File: config.mk
export PLATFORM = sky130hd
export DESIGN_NAME = controlador_es_flat
export DESIGN_NICKNAME = d
export VERILOG_FILES = /design/src/rtl/controlador_es_if.sv /design/src/rtl/controlador_es.sv /design/src/flat_wrapper.sv
export SDC_FILE = /design/constraint.sdc
export NUM_CORES = 1
export LEC_CHECK = 0
export ABC_AREA = 1
export ABC_CLOCK_PERIOD_IN_PS = 3800
export CORE_MARGIN = 8
export CORE_UTILIZATION = 30
export DETAILED_ROUTE_END_ITERATION = 16
export HOLD_SLACK_MARGIN = 0.1
export PLACE_DENSITY = 0.55
export SLEW_MARGIN = 20
export SYNTH_ARGS = -nofsm -noshare
export SYNTH_HDL_FRONTEND = slang
export SYNTH_SLANG_ARGS = --single-unit
File: constraint.sdc
create_clock -name clk -period 3.8 [get_ports clk]
set_input_delay 0.57 -clock clk [delete_from_list [all_inputs] [get_ports clk]]
set_output_delay 0.57 -clock clk [all_outputs]
set_load 0.05 [all_outputs]
File: src/rtl/controlador_es_if.sv
// Board/bank-side signal bundle of the I/O port controller.
// The master side is the control unit, board and register bank; the slave side is the controller.
interface controlador_es_if;
  logic        i_entrada_req;
  logic        i_saida_req;
  logic [15:0] i_chaves;
  logic        i_botao_confirma;
  logic [31:0] i_rs;
  logic [31:0] o_dados_entrada;
  logic        o_in;
  logic        o_out;
  logic        o_parar;
  logic [31:0] o_display;
  logic        o_saida_valida;
  logic [7:0]  o_cont_saida;

  modport master (
    output i_entrada_req, i_saida_req, i_chaves, i_botao_confirma, i_rs,
    input  o_dados_entrada, o_in, o_out, o_parar, o_display, o_saida_valida, o_cont_saida
  );

  modport slave (
    input  i_entrada_req, i_saida_req, i_chaves, i_botao_confirma, i_rs,
    output o_dados_entrada, o_in, o_out, o_parar, o_display, o_saida_valida, o_cont_saida
  );
endinterface

File: src/rtl/controlador_es.sv
// I/O port controller: stalls input instructions until a debounced confirm press delivers
// the switch value, and captures output instructions' RS value for the display.
module controlador_es #(
  parameter int DEBOUNCE_CICLOS = 50000,
  parameter bit SINAL           = 1'b1
) (
  input logic             clk,
  input logic             reset,
  controlador_es_if.slave bus
);

  localparam int CW = $clog2(DEBOUNCE_CICLOS + 1);
  localparam logic [CW-1:0] DEB_MAX = CW'(DEBOUNCE_CICLOS - 1);

  typedef enum logic [1:0] {
    OCIOSO        = 2'd0,
    ESPERA_LIBERA = 2'd1,
    ESPERA_BOTAO  = 2'd2,
    CONCLUI       = 2'd3
  } estado_t;

  logic          r_btn_s1;
  logic          r_btn_s2;
  logic [15:0]   r_sw_s1;
  logic [15:0]   r_sw_s2;
  logic          r_btn_deb;
  logic [CW-1:0] r_deb_cnt;
  logic          r_pressao;
  estado_t       r_estado;
  logic [31:0]   r_dados;
  logic          r_in;
  logic [31:0]   r_display;
  logic          r_valida;
  logic [7:0]    r_cont;
  logic          w_parar;

  function automatic logic [31:0] estender(input logic [15:0] sw);
    return {{16{SINAL & sw[15]}}, sw};
  endfunction

  // Two-flop synchronizers for the asynchronous button and switches
  always_ff @(posedge clk or posedge reset) begin
    if (reset) begin
      r_btn_s1 <= 1'b0;
      r_btn_s2 <= 1'b0;
      r_sw_s1  <= 16'h0000;
      r_sw_s2  <= 16'h0000;
    end else begin
      r_btn_s1 <= bus.i_botao_confirma;
      r_btn_s2 <= r_btn_s1;
      r_sw_s1  <= bus.i_chaves;
      r_sw_s2  <= r_sw_s1;
    end
  end

  // Debounce: level flips after DEBOUNCE_CICLOS consecutive mismatching cycles; pressao marks a rise
  always_ff @(posedge clk or posedge reset) begin
    if (reset) begin
      r_btn_deb <= 1'b0;
      r_deb_cnt <= '0;
      r_pressao <= 1'b0;
    end else if (r_btn_s2 == r_btn_deb) begin
      r_deb_cnt <= '0;
      r_pressao <= 1'b0;
    end else if (r_deb_cnt == DEB_MAX) begin
      r_btn_deb <= r_btn_s2;
      r_deb_cnt <= '0;
      r_pressao <= r_btn_s2;
    end else begin
      r_deb_cnt <= r_deb_cnt + CW'(1);
      r_pressao <= 1'b0;
    end
  end

  // Input FSM; a button already down at request time must be released before it counts
  always_ff @(posedge clk or posedge reset) begin
    if (reset) begin
      r_estado <= OCIOSO;
      r_dados  <= 32'h0000_0000;
      r_in     <= 1'b0;
    end else begin
      case (r_estado)
        OCIOSO: begin
          r_in <= 1'b0;
          if (bus.i_entrada_req) begin
            r_estado <= r_btn_deb ? ESPERA_LIBERA : ESPERA_BOTAO;
          end
        end
        ESPERA_LIBERA: begin
          r_in <= 1'b0;
          if (!bus.i_entrada_req) begin
            r_estado <= OCIOSO;
          end else if (!r_btn_deb) begin
            r_estado <= ESPERA_BOTAO;
          end
        end
        ESPERA_BOTAO: begin
          if (!bus.i_entrada_req) begin
            r_estado <= OCIOSO;
            r_in     <= 1'b0;
          end else if (r_pressao) begin
            r_dados  <= estender(r_sw_s2);
            r_in     <= 1'b1;
            r_estado <= CONCLUI;
          end else begin
            r_in <= 1'b0;
          end
        end
        CONCLUI: begin
          r_in     <= 1'b0;
          r_estado <= OCIOSO;
        end
        default: begin
          r_in     <= 1'b0;
          r_estado <= OCIOSO;
        end
      endcase
    end
  end

  // Output capture: RS is valid after the falling edge, so it is sampled at the closing rising edge
  always_ff @(posedge clk or posedge reset) begin
    if (reset) begin
      r_display <= 32'h0000_0000;
      r_valida  <= 1'b0;
      r_cont    <= 8'h00;
    end else if (bus.i_saida_req) begin
      r_display <= bus.i_rs;
      r_valida  <= 1'b1;
      r_cont    <= r_cont + 8'd1;
    end else begin
      r_display <= r_display;
      r_valida  <= r_valida;
      r_cont    <= r_cont;
    end
  end

  assign w_parar = (bus.i_entrada_req && (r_estado == OCIOSO)) ||
                   (r_estado == ESPERA_LIBERA) || (r_estado == ESPERA_BOTAO);

  assign bus.o_dados_entrada = r_dados;
  assign bus.o_in            = r_in;
  assign bus.o_out           = bus.i_saida_req;
  assign bus.o_parar         = w_parar;
  assign bus.o_display       = r_display;
  assign bus.o_saida_valida  = r_valida;
  assign bus.o_cont_saida    = r_cont;

endmodule

File: src/flat_wrapper.sv
// flat-port wrapper written by rule: the top's interface ports become plain ports
module controlador_es_flat 
#(
  parameter int DEBOUNCE_CICLOS = 50000,
  parameter bit SINAL           = 1'b1
)
  (clk, reset, bus_i_entrada_req, bus_i_saida_req, bus_i_chaves, bus_i_botao_confirma, bus_i_rs, bus_o_dados_entrada, bus_o_in, bus_o_out, bus_o_parar, bus_o_display, bus_o_saida_valida, bus_o_cont_saida);
  controlador_es_if bus_i ();
  input logic clk;
  input logic reset;
  input wire logic [$bits(bus_i.i_entrada_req)-1:0] bus_i_entrada_req;
  input wire logic [$bits(bus_i.i_saida_req)-1:0] bus_i_saida_req;
  input wire logic [$bits(bus_i.i_chaves)-1:0] bus_i_chaves;
  input wire logic [$bits(bus_i.i_botao_confirma)-1:0] bus_i_botao_confirma;
  input wire logic [$bits(bus_i.i_rs)-1:0] bus_i_rs;
  output wire logic [$bits(bus_i.o_dados_entrada)-1:0] bus_o_dados_entrada;
  output wire logic [$bits(bus_i.o_in)-1:0] bus_o_in;
  output wire logic [$bits(bus_i.o_out)-1:0] bus_o_out;
  output wire logic [$bits(bus_i.o_parar)-1:0] bus_o_parar;
  output wire logic [$bits(bus_i.o_display)-1:0] bus_o_display;
  output wire logic [$bits(bus_i.o_saida_valida)-1:0] bus_o_saida_valida;
  output wire logic [$bits(bus_i.o_cont_saida)-1:0] bus_o_cont_saida;
  assign bus_i.i_entrada_req = bus_i_entrada_req;
  assign bus_i.i_saida_req = bus_i_saida_req;
  assign bus_i.i_chaves = bus_i_chaves;
  assign bus_i.i_botao_confirma = bus_i_botao_confirma;
  assign bus_i.i_rs = bus_i_rs;
  assign bus_o_dados_entrada = bus_i.o_dados_entrada;
  assign bus_o_in = bus_i.o_in;
  assign bus_o_out = bus_i.o_out;
  assign bus_o_parar = bus_i.o_parar;
  assign bus_o_display = bus_i.o_display;
  assign bus_o_saida_valida = bus_i.o_saida_valida;
  assign bus_o_cont_saida = bus_i.o_cont_saida;
  controlador_es #(.DEBOUNCE_CICLOS(DEBOUNCE_CICLOS), .SINAL(SINAL)) u_core (.clk(clk), .reset(reset), .bus(bus_i));
endmodule
==> impl_metrics.ini <==
[placed_design]
dp.cells = 736
globalplace.congestion = 0.848
pre_cts_ws_ns = 1.13
placed_cell_area_sq_um = 5700
hpwl_um = 7250
portBuffers = 128

[clock_network]
cts_setup_buffers = 0
cts_max_path_buffers = 2
root_buffer = clkbuf_16
clock_sinks = 112
ctsResizeCount = 0
cts_buffers = 9
h-tree-depth = 3
hold_buffers = 0
tritoncts = done
clk_latency_ns = 0.35
clkTransAtPathRegs_ns = 0.07

[floorplan]
die_y_um = 136
io_pins = 129
die_w_um = 136
die-area_sq_um = 18600
num_rows = 44
initial_utilization_pct = 30.3
core_area_sq_um = 14300

[worst_hold_path]
hold_class = register to register

[critical_path]
path_buf_inv = 2
path_common_cell = clkdlybuf4s50_1
slowest_stage = clkdlybuf4s50_1
critPathKind = primary input to primary output
cpLargestDelayFamily = buffers and inverters
crit_path_cell_trace = clkdlybuf4s50_1, nand2_1, nand3_1, clkdlybuf4s50_1
cp_max_fo = 4
arrival_ns = 2.10
crit_path_end_kind = primary output
start_kind = primary input
cpPeakStageDelay_ns = 0.80
worstPathRequired_ns = 3.23

[drt]
drt_first_iter_violations = 188
ant_nets = 0
drt_wl_total_um = 10200
vias_per_cell = 4.22
route.vias.total = 3172
drc = 0
wl_per_cell_um = 13.6
dr.pass1.iters = 4

[final_layout]
mostFrequentLayoutCells = 186 x nand2_1, 127 x clkdlybuf4s50_1, 112 x dfrtp_1
n_antenna_cell = 0
area_growth_pct = 38.8
layout-drive-gt1-share_pct = 5.81
stdcell_area_sq_um = 6020
layout_commonest_cell = nand2_1
nets = 618
stdcell_count = 752

[logic_synthesis]
ys_seq_elements = 112
yosysSeqAreaShare_pct = 64.6
avgSynthCellArea_sq_um = 9.69
synthesis.nets = 503
synth_warnings = 0
synth_cell_type_count = 31
netlist_area_sq_um = 4340
synth_cells = 448

[global_routing]
grt_pass1_wl_um = 16400
grt_antenna_before_repair = 0
track_usage_pct = 11.3
grt_pass1_vias = 3216
grt_start_max_net_pins = 113
globalRouteOverflowTotal = 0

[timing]
slew_headroom_pct = 31.9
setup_tns_ns = 0
setup_viol_count_final = 0
hold_violations = 0
finalClockSkew_ns = 0.00873
fmax_ghz = 0.374
fin_ws_ns = 1.13
slew_violations = 0
worst_pin_slew_ns = 1.02
finalCritPeriodShare_pct = 70.3
rsz0062_at_grt = false
fin_crit_ns = 2.67

[flow_run]
cap_viol_max_count = 0

[status]
outcome = finished, final reports clean

[pwr]
p_leak_nw = 2.83
power-per-cell-area_nw_per_um2 = 499
irDropWorstVdd_mv = 0.232
==> per-stage QoR <==
step / utilization (%) / power, mW / hold WS (ns)
final: 42.1 / 3.00 / 0.352
after global routing: 42.1 / 3.15 / 0.357
after CTS: 42.1 / 3.05 / 0.353
after detailed placement: 39.8 / 2.05 / 0.335
after global placement: 39.8 / 2.04 / 0.332
after floorplan: - / 1.79 / 0.331
==> cell usage after synthesis (all sizes together) <==
library cell | count | area (sq um)
a21oi | 4 | 23.8
buf | 24 | 168
clkbuf | 2 | 7.51
dfrtp | 112 | 2800
ha | 2 | 25.0
inv | 25 | 96.4
nand2 | 189 | 722
nand3 | 19 | 95.1
nand4 | 2 | 12.5
nor2 | 42 | 170
nor3 | 3 | 15.0
nor3b | 2 | 20.0
o2111ai | 1 | 8.76
o21ai | 4 | 20.0
o21bai | 1 | 7.51
or2 | 1 | 6.26
xnor2 | 4 | 35.0
xor2 | 11 | 104
==> cell families after synthesis <==
group / synth area share [%]
simple gates: 24.0
compound gates: 1.38
xor+xnor: 3.20
fa+ha+maj: 0.577
flops: 64.6
buf+inv: 6.26
==> flip-flops by register name (all words and copies together), names as in the netlist <==
register                    flops
u_core.r_sw_s2                 16
u_core.bus.o_display           32
u_core.r_deb_cnt               16
u_core.r_btn_deb                1
u_core.r_pressao                1
u_core.r_btn_s1                 1
u_core.bus.o_dados_entrada     16
u_core.r_estado                 2
u_core.bus.o_cont_saida         8
u_core.bus.o_in                 1
u_core.r_btn_s2                 1
u_core.bus.o_saida_valida       1
u_core.r_sw_s1                 16
==> worst reg2reg max path, cell delays in order (launching register included) <==
cell     delay (ns)
dfrtp_1        0.39
ha_1           0.20
nand3_1        0.20
nor3_1         0.19
nand2_1        0.17
nand2_2        0.21
nor2_1         0.06
==> power breakdown <==
| group | switching [mW] | internal [mW] |
|---|---|---|
| clock | 0.454 | 0.525 |
| sequential | 0.0799 | 1.29 |
| combinational | 0.427 | 0.232 |
==> worst paths after layout <==
kind / start / end / slack (ns) / depth (start not counted)
max in group asynchronous: reset / u_core.r_deb_cnt[14]$_DFF_PP0_ / 2.62 / 3
setup reg to reg: u_core.r_deb_cnt[0]$_DFF_PP0_ / u_core.r_deb_cnt[6]$_DFF_PP0_ / 2.27 / 6
hold / removal: u_core.r_sw_s1[11]$_DFF_PP0_ / u_core.r_sw_s2[11]$_DFF_PP0_ / 0.35 / 0
min in group asynchronous: reset / u_core.r_estado[0]$_DFFE_PP0P_ / 0.72 / 3
setup / recovery: bus_i_entrada_req / bus_o_parar / 1.13 / 4
hold reg to reg: u_core.r_sw_s1[11]$_DFF_PP0_ / u_core.r_sw_s2[11]$_DFF_PP0_ / 0.35 / 0
==> cell type report <==
cell class / count / area, sq um
clock buffers: 9 / 225
clock inverters: 7 / 93.8
fillers: 1452 / 8290
inverters: 25 / 98.8
multi-input cells: 285 / 1260
flip-flops and latches: 112 / 2800
well taps: 184 / 230
repair buffers: 130 / 1310
==> metal layers <==
metal,up-vias,GRT usage (%),wire length [um]
li1,1586,-,-
met1,1483,13.0,4300
met2,93,17.5,4770
met3,10,5.54,979
met4,0,4.39,146
met5,-,0,0
No activity file was read; power rests on OpenSTA's default activity.
==> edit 1 (config.mk and constraints unchanged) <==
Make the reset (`reset`) synchronous in 4 clocked blocks. Comments in the files are not updated.
--- a/src/rtl/controlador_es.sv
+++ b/src/rtl/controlador_es.sv
@@ -40,5 +40,5 @@
 
   // Two-flop synchronizers for the asynchronous button and switches
-  always_ff @(posedge clk or posedge reset) begin
+  always_ff @(posedge clk) begin
     if (reset) begin
       r_btn_s1 <= 1'b0;
@@ -55,5 +55,5 @@
 
   // Debounce: level flips after DEBOUNCE_CICLOS consecutive mismatching cycles; pressao marks a rise
-  always_ff @(posedge clk or posedge reset) begin
+  always_ff @(posedge clk) begin
     if (reset) begin
       r_btn_deb <= 1'b0;
@@ -74,5 +74,5 @@
 
   // Input FSM; a button already down at request time must be released before it counts
-  always_ff @(posedge clk or posedge reset) begin
+  always_ff @(posedge clk) begin
     if (reset) begin
       r_estado <= OCIOSO;
@@ -120,5 +120,5 @@
 
   // Output capture: RS is valid after the falling edge, so it is sampled at the closing rising edge
-  always_ff @(posedge clk or posedge reset) begin
+  always_ff @(posedge clk) begin
     if (reset) begin
       r_display <= 32'h0000_0000;
Function: differs if reset is asserted again (counterexample within 4 cycles, from zero or initial values and one cycle with reset high); with reset held inactive, the same outputs for 10 cycles.
==> edit 1 against the original RTL <==
  * Sequential cell count unchanged
  * Area after synthesis decreased by 3.3%
  * Routed wire length increased by 0.57%
  * Hold slack improved by 0.051 ns
  * Design area decreased by 4.7%
  * Sequential share of layout area decreased by 7.5 points
  * Synthesized cell count increased by 18%
  * Worst setup slack got worse by 0.0076 ns
  * Critical endpoint unchanged
Power is not compared: it rests on default switching activity, and its combinational part moved more than twofold at a synthesized area within 25%.
==> edit 1: results (changes against the original RTL) <==
* R2r startpoint: u_core.r_deb_cnt[0]$_SDFF_PP0_ (was u_core.r_deb_cnt[0]$_DFF_PP0_)
* Final estimated routing congestion in global placement at 0.767 (was 0.848)
* Slew HR at 34.1% (was 31.9%)
* Net Count, Synth at 585 (was 503)
* Endpoint, Worst Hold: u_core.r_sw_s2[7]$_SDFF_PP0_ (was u_core.r_sw_s2[11]$_DFF_PP0_)
* Via Count at 3510 (was 3172)
* DP Wirelength at 7.38 mm (was 7.25 mm)
* Synth cell types at 30 (was 31)
* DP Area at 5460 um2 (was 5700 um2)
* Post_cts resized at 0 (unchanged)
* Overall global routing resource usage at 11.5% (was 11.3%)
* Final hold slack at 0.403 ns (was 0.352 ns)
* R2R Setup Slk at 2.32 ns (was 2.27 ns)
* Asr flop ratio synth at 0% (was 100%)
* Seq/Total Area, Yosys at 53.4% (was 64.6%)
* Largest net degree at the start of global routing at 51 (was 113)
* Clock Path Buffers at 2 (unchanged)
* Layout cells sized above 1 at 6.28% (was 5.81%)
* Layout fillers at 1429 (was 1452)
* Total Nets Final at 687 (was 618)
* Post-synth top cells: nor2_1, dfxtp_1, nand2_1 (was nand2_1, dfrtp_1, nor2_1)
* Worst hold stages at 2 (was 0)
* Post-synth top area cell: dfxtp_1 (was dfrtp_1)
* Avg Inst Size Synth at 7.92 um2 (was 9.69 um2)
* Fin cells at 817 (was 752)
* Clock Skews at 0.00820 ns (was 0.00873 ns)
* Most area-consuming cells after synthesis: dfxtp_1, nor2_1, nand2_1 (was dfrtp_1, nand2_1, nor2_1)
* Max reg flops at 32 (unchanged)
* First-pass GRT wire length at 17.0 mm (was 16.4 mm)
* Post-CTS setup buffer count at 0 (unchanged)
* Reg2reg end: u_core.r_deb_cnt[11]$_SDFF_PP0_ (was u_core.r_deb_cnt[6]$_DFF_PP0_)
* Total routed wirelength at 10.3 mm (was 10.2 mm)
* Placed insts at 801 (was 736)
* Min-delay src: u_core.r_sw_s1[7]$_SDFF_PP0_ (was u_core.r_sw_s1[11]$_DFF_PP0_)
* Switching share of power at a little over a quarter
* Run status: completed (unchanged)
* Vias in the first global route at 3440 (was 3216)
==> edit 1: final cells by class <==
cell class	count	area [um2]	share of cell area [%]
clock buffer	11	233	4.06
clock inverter	5	47.5	0.829
inverter	55	206	3.60
multi-input combinational	324	1490	26.0
sequential	112	2240	39.1
tap	180	225	3.92
timing repair buffer	130	1290	22.5
==> edit 1: worst max-delay path by stage <==
| stage | from | to | slack (ns) | cells past startpoint |
|---|---|---|---|---|
| 2_1_floorplan | bus_i_entrada_req | bus_o_parar | 1.82 | 2 |
| 3_3_place_gp | bus_i_entrada_req | bus_o_parar | 1.13 | 4 |
| 3_5_place_dp | bus_i_entrada_req | bus_o_parar | 1.13 | 4 |
| 4_1_cts | bus_i_entrada_req | bus_o_parar | 1.12 | 4 |
| 5_1_grt | bus_i_entrada_req | bus_o_parar | 1.00 | 4 |
| 6_report | bus_i_entrada_req | bus_o_parar | 1.12 | 4 |
==> edit 1: cell families after synthesis <==
group / after synthesis / synth area share (%)
DFF: 112 / 53.4
buffers and inverters: 94 / 11.0
xor gates and xnor gates: 9 / 1.88
AOI/OAI and AO/OA: 65 / 7.84
and+or+nand+nor: 248 / 25.3
adders and majority gates: 2 / 0.596
==> edit 1: metal layers <==
metal	GRT usage, %	routed length [um]	vias to the layer above
met2	17.5	4420	108
met3	6.84	1250	8
met4	3.74	88	0
met5	0	0	-
met1	13.2	4490	1567
li1	-	-	1827
==> edit 1: per-stage QoR <==
stage,util (%),setup WS (ns)
after global routing,41.7,1.00
final,41.7,1.12
after floorplan,-,1.82
after detailed placement,39.6,1.13
after global placement,39.6,1.13
after CTS,41.7,1.12
==> edit 1: worst max-delay path, delay by kind of cell <==
kind                   cells  cell delay [ns]
buffers and inverters      3             1.39
AO/OA/AOI/OAI              1             0.14
==> edit 2 (same settings) <==
Without the edit above. `DEBOUNCE_CICLOS` is set to 50000 in 2 places; all go to 200000.
--- a/src/rtl/controlador_es.sv
+++ b/src/rtl/controlador_es.sv
@@ -2,5 +2,5 @@
 // the switch value, and captures output instructions' RS value for the display.
 module controlador_es #(
-  parameter int DEBOUNCE_CICLOS = 50000,
+  parameter int DEBOUNCE_CICLOS = 200000,
   parameter bit SINAL           = 1'b1
 ) (
--- a/src/flat_wrapper.sv
+++ b/src/flat_wrapper.sv
@@ -2,5 +2,5 @@
 module controlador_es_flat 
 #(
-  parameter int DEBOUNCE_CICLOS = 50000,
+  parameter int DEBOUNCE_CICLOS = 200000,
   parameter bit SINAL           = 1'b1
 )
Check against the original RTL: same outputs for any inputs over 10 cycles, from zero or initial values and one cycle with reset high; that may be too few to reach the edited logic, so the function may still have changed.
==> edit 2 against the original RTL <==
  * Sequential cell count up 2
  * Design area up 5.4%
  * Total power up 15%
  * Routed wire length up 1.1%
  * Register-to-register slack better by 0.02 ns
  * Area after synthesis up 3.3%
  * Global-route usage up 0.080 points
  * Worst setup slack better by 0.019 ns
  * Clock skew down 0.0041 ns
  * Largest cell class unchanged
  * Largest power group unchanged
==> edit 2: results (changes against the original RTL) <==
* Run status: completed (unchanged)
* Via-per-instance ratio at 4.21 (was 4.22)
* Synth cell types at 29 (was 31)
* WL met1 at 4.57 mm (was 4.30 mm)
* Critical path arrival at 2.08 ns (was 2.10 ns)
* Root Buffer: clkbuf_16 (unchanged)
* Post-CTS setup buffer count at 0 (unchanged)
* Metal3 WL at 994 um (was 979 um)
* Synth Instances at 459 (was 448)
* Post_cts resized at 0 (unchanged)
* Clock latency at the later pin of the worst-skew pair at 0.40 ns (was 0.35 ns)
* First-pass GRT wire length at 17.5 mm (was 16.4 mm)
* Fin cells at 778 (was 752)
* CP top delay family: buffers and inverters (unchanged)
* Initial antenna violation count at 0 (unchanged)
* DP Wirelength at 7.27 mm (was 7.25 mm)
* Layout fillers at 1384 (was 1452)
* Final estimated routing congestion in global placement at 0.789 (was 0.848)
* Asr flop ratio synth at 100% (unchanged)
* Worst hold path class: reg2reg (unchanged)
* Post-synth top area cell: dfrtp_1 (unchanged)
* Largest net degree at the start of global routing at 74 (was 113)
* Hold buffer count at cts at 0 (unchanged)
* Met2 wire len at 4.52 mm (was 4.77 mm)
* LEAKAGE at 2.97 nW (was 2.83 nW)
* Overall global routing resource usage at 11.3% (about the same)
* H-tree lvl count at 4 (was 3)
* Layout cells sized above 1 at 9.60% (was 5.81%)
* Placed insts at 747 (was 736)
* Clk slew on worst S/H paths at 0.05 ns (was 0.07 ns)
* Net Count, Synth at 514 (was 503)
* Crit-path max FO at 5 (was 4)
* Total Nets Final at 637 (was 618)
* Slowest cell on the critical path: clkdlybuf4s50_1 (unchanged)
* Clock Skews at 0.00462 ns (was 0.00873 ns)
* DR iter-0 viols at 108 (was 188)
* Post-synth top cells: nand2_1, dfrtp_1, nor2_1 (unchanged)
* Highest ir drop seen on vdd at 278 uV (was 232 uV)
* CTS Buf Count at 17 (was 9)
* Slew HR at 34.9% (was 31.9%)
* Seq/Total Area, Yosys at 63.6% (was 64.6%)
* Vias in the first global route at 3398 (was 3216)
* Drt first pass iters at 4 (unchanged)
* Ys Warns at 0 (unchanged)
* DP Area at 5840 um2 (was 5700 um2)
* Most area-consuming cells after synthesis: dfrtp_1, nand2_1, nor2_1 (unchanged)
* Total routed wirelength at 10.3 mm (was 10.2 mm)
* Clock Path Buffers at 2 (unchanged)
* Crit-path max cell delay at between 0.7 and 0.8 ns
edit 2: changes by cell type in the layout (fill, tap and decap cells not counted), sizes merged, moves of 2 or more:
cell / before / now
clkbuf: 9 / 25
nand3: 19 / 12
nand4: 2 / 8
inv: 25 / 28
nand2: 189 / 192
o21ai: 4 / 7
dfrtp: 112 / 114
nor2: 42 / 44
nor3b: 2 / 0
or2: 1 / 3
edit 2: metrics by stage:
step                      setup slack, ns  power (mW)  util, %
after floorplan                     0.214        1.84        -
after global placement               1.16        2.10     40.0
after detailed placement             1.14        2.11     40.0
after CTS                            1.13        3.51     43.5
after global routing                 1.02        3.63     43.5
final                                1.15        3.45     43.5
edit 2: where the power goes:
part           internal [mW]  switching (mW)  total (mW)
Combinational          0.241           0.451       0.692
Clock                  0.855           0.514        1.37
Sequential              1.31          0.0767        1.39
edit 2: cell families after synthesis:
logic type / after synthesis / share of synthesized area (%)
xor gates and xnor gates: 15 / 3.10
DFF: 114 / 63.6
and+or+nand+nor: 262 / 24.7
AOI/OAI and AO/OA: 12 / 1.56
buffers and inverters: 54 / 6.47
adders and majority gates: 2 / 0.558
edit 2: worst paths after layout:
path | from | endpoint | slack [ns] | depth (start not counted)
min | u_core.r_sw_s1[8]$_DFF_PP0_ | u_core.r_sw_s2[8]$_DFF_PP0_ | 0.34 | 0
max | bus_i_entrada_req | bus_o_parar | 1.15 | 4
min in group asynchronous | reset | u_core.bus.o_dados_entrada[6]$_DFFE_PP0P_ | 0.71 | 2
min reg2reg | u_core.r_sw_s1[8]$_DFF_PP0_ | u_core.r_sw_s2[8]$_DFF_PP0_ | 0.34 | 0
max in group asynchronous | reset | u_core.r_sw_s1[7]$_DFF_PP0_ | 2.36 | 3
max reg2reg | u_core.r_deb_cnt[0]$_DFF_PP0_ | u_core.r_deb_cnt[1]$_DFF_PP0_ | 2.29 | 6
edit 2: metal layers:
layer,up-vias,track usage [%]
met2,116,16.3
li1,1647,-
met4,0,6.35
met1,1495,13.2
met3,15,6.13
met5,-,0
edit 2: final cells by class:
type	instances	area share, %
well taps	184	3.63
inverters	28	1.73
clock buffers	25	7.49
repair buffers	130	20.6
multi-input cells	291	21.1
clock inverters	6	0.513
flip-flops and latches	114	44.9
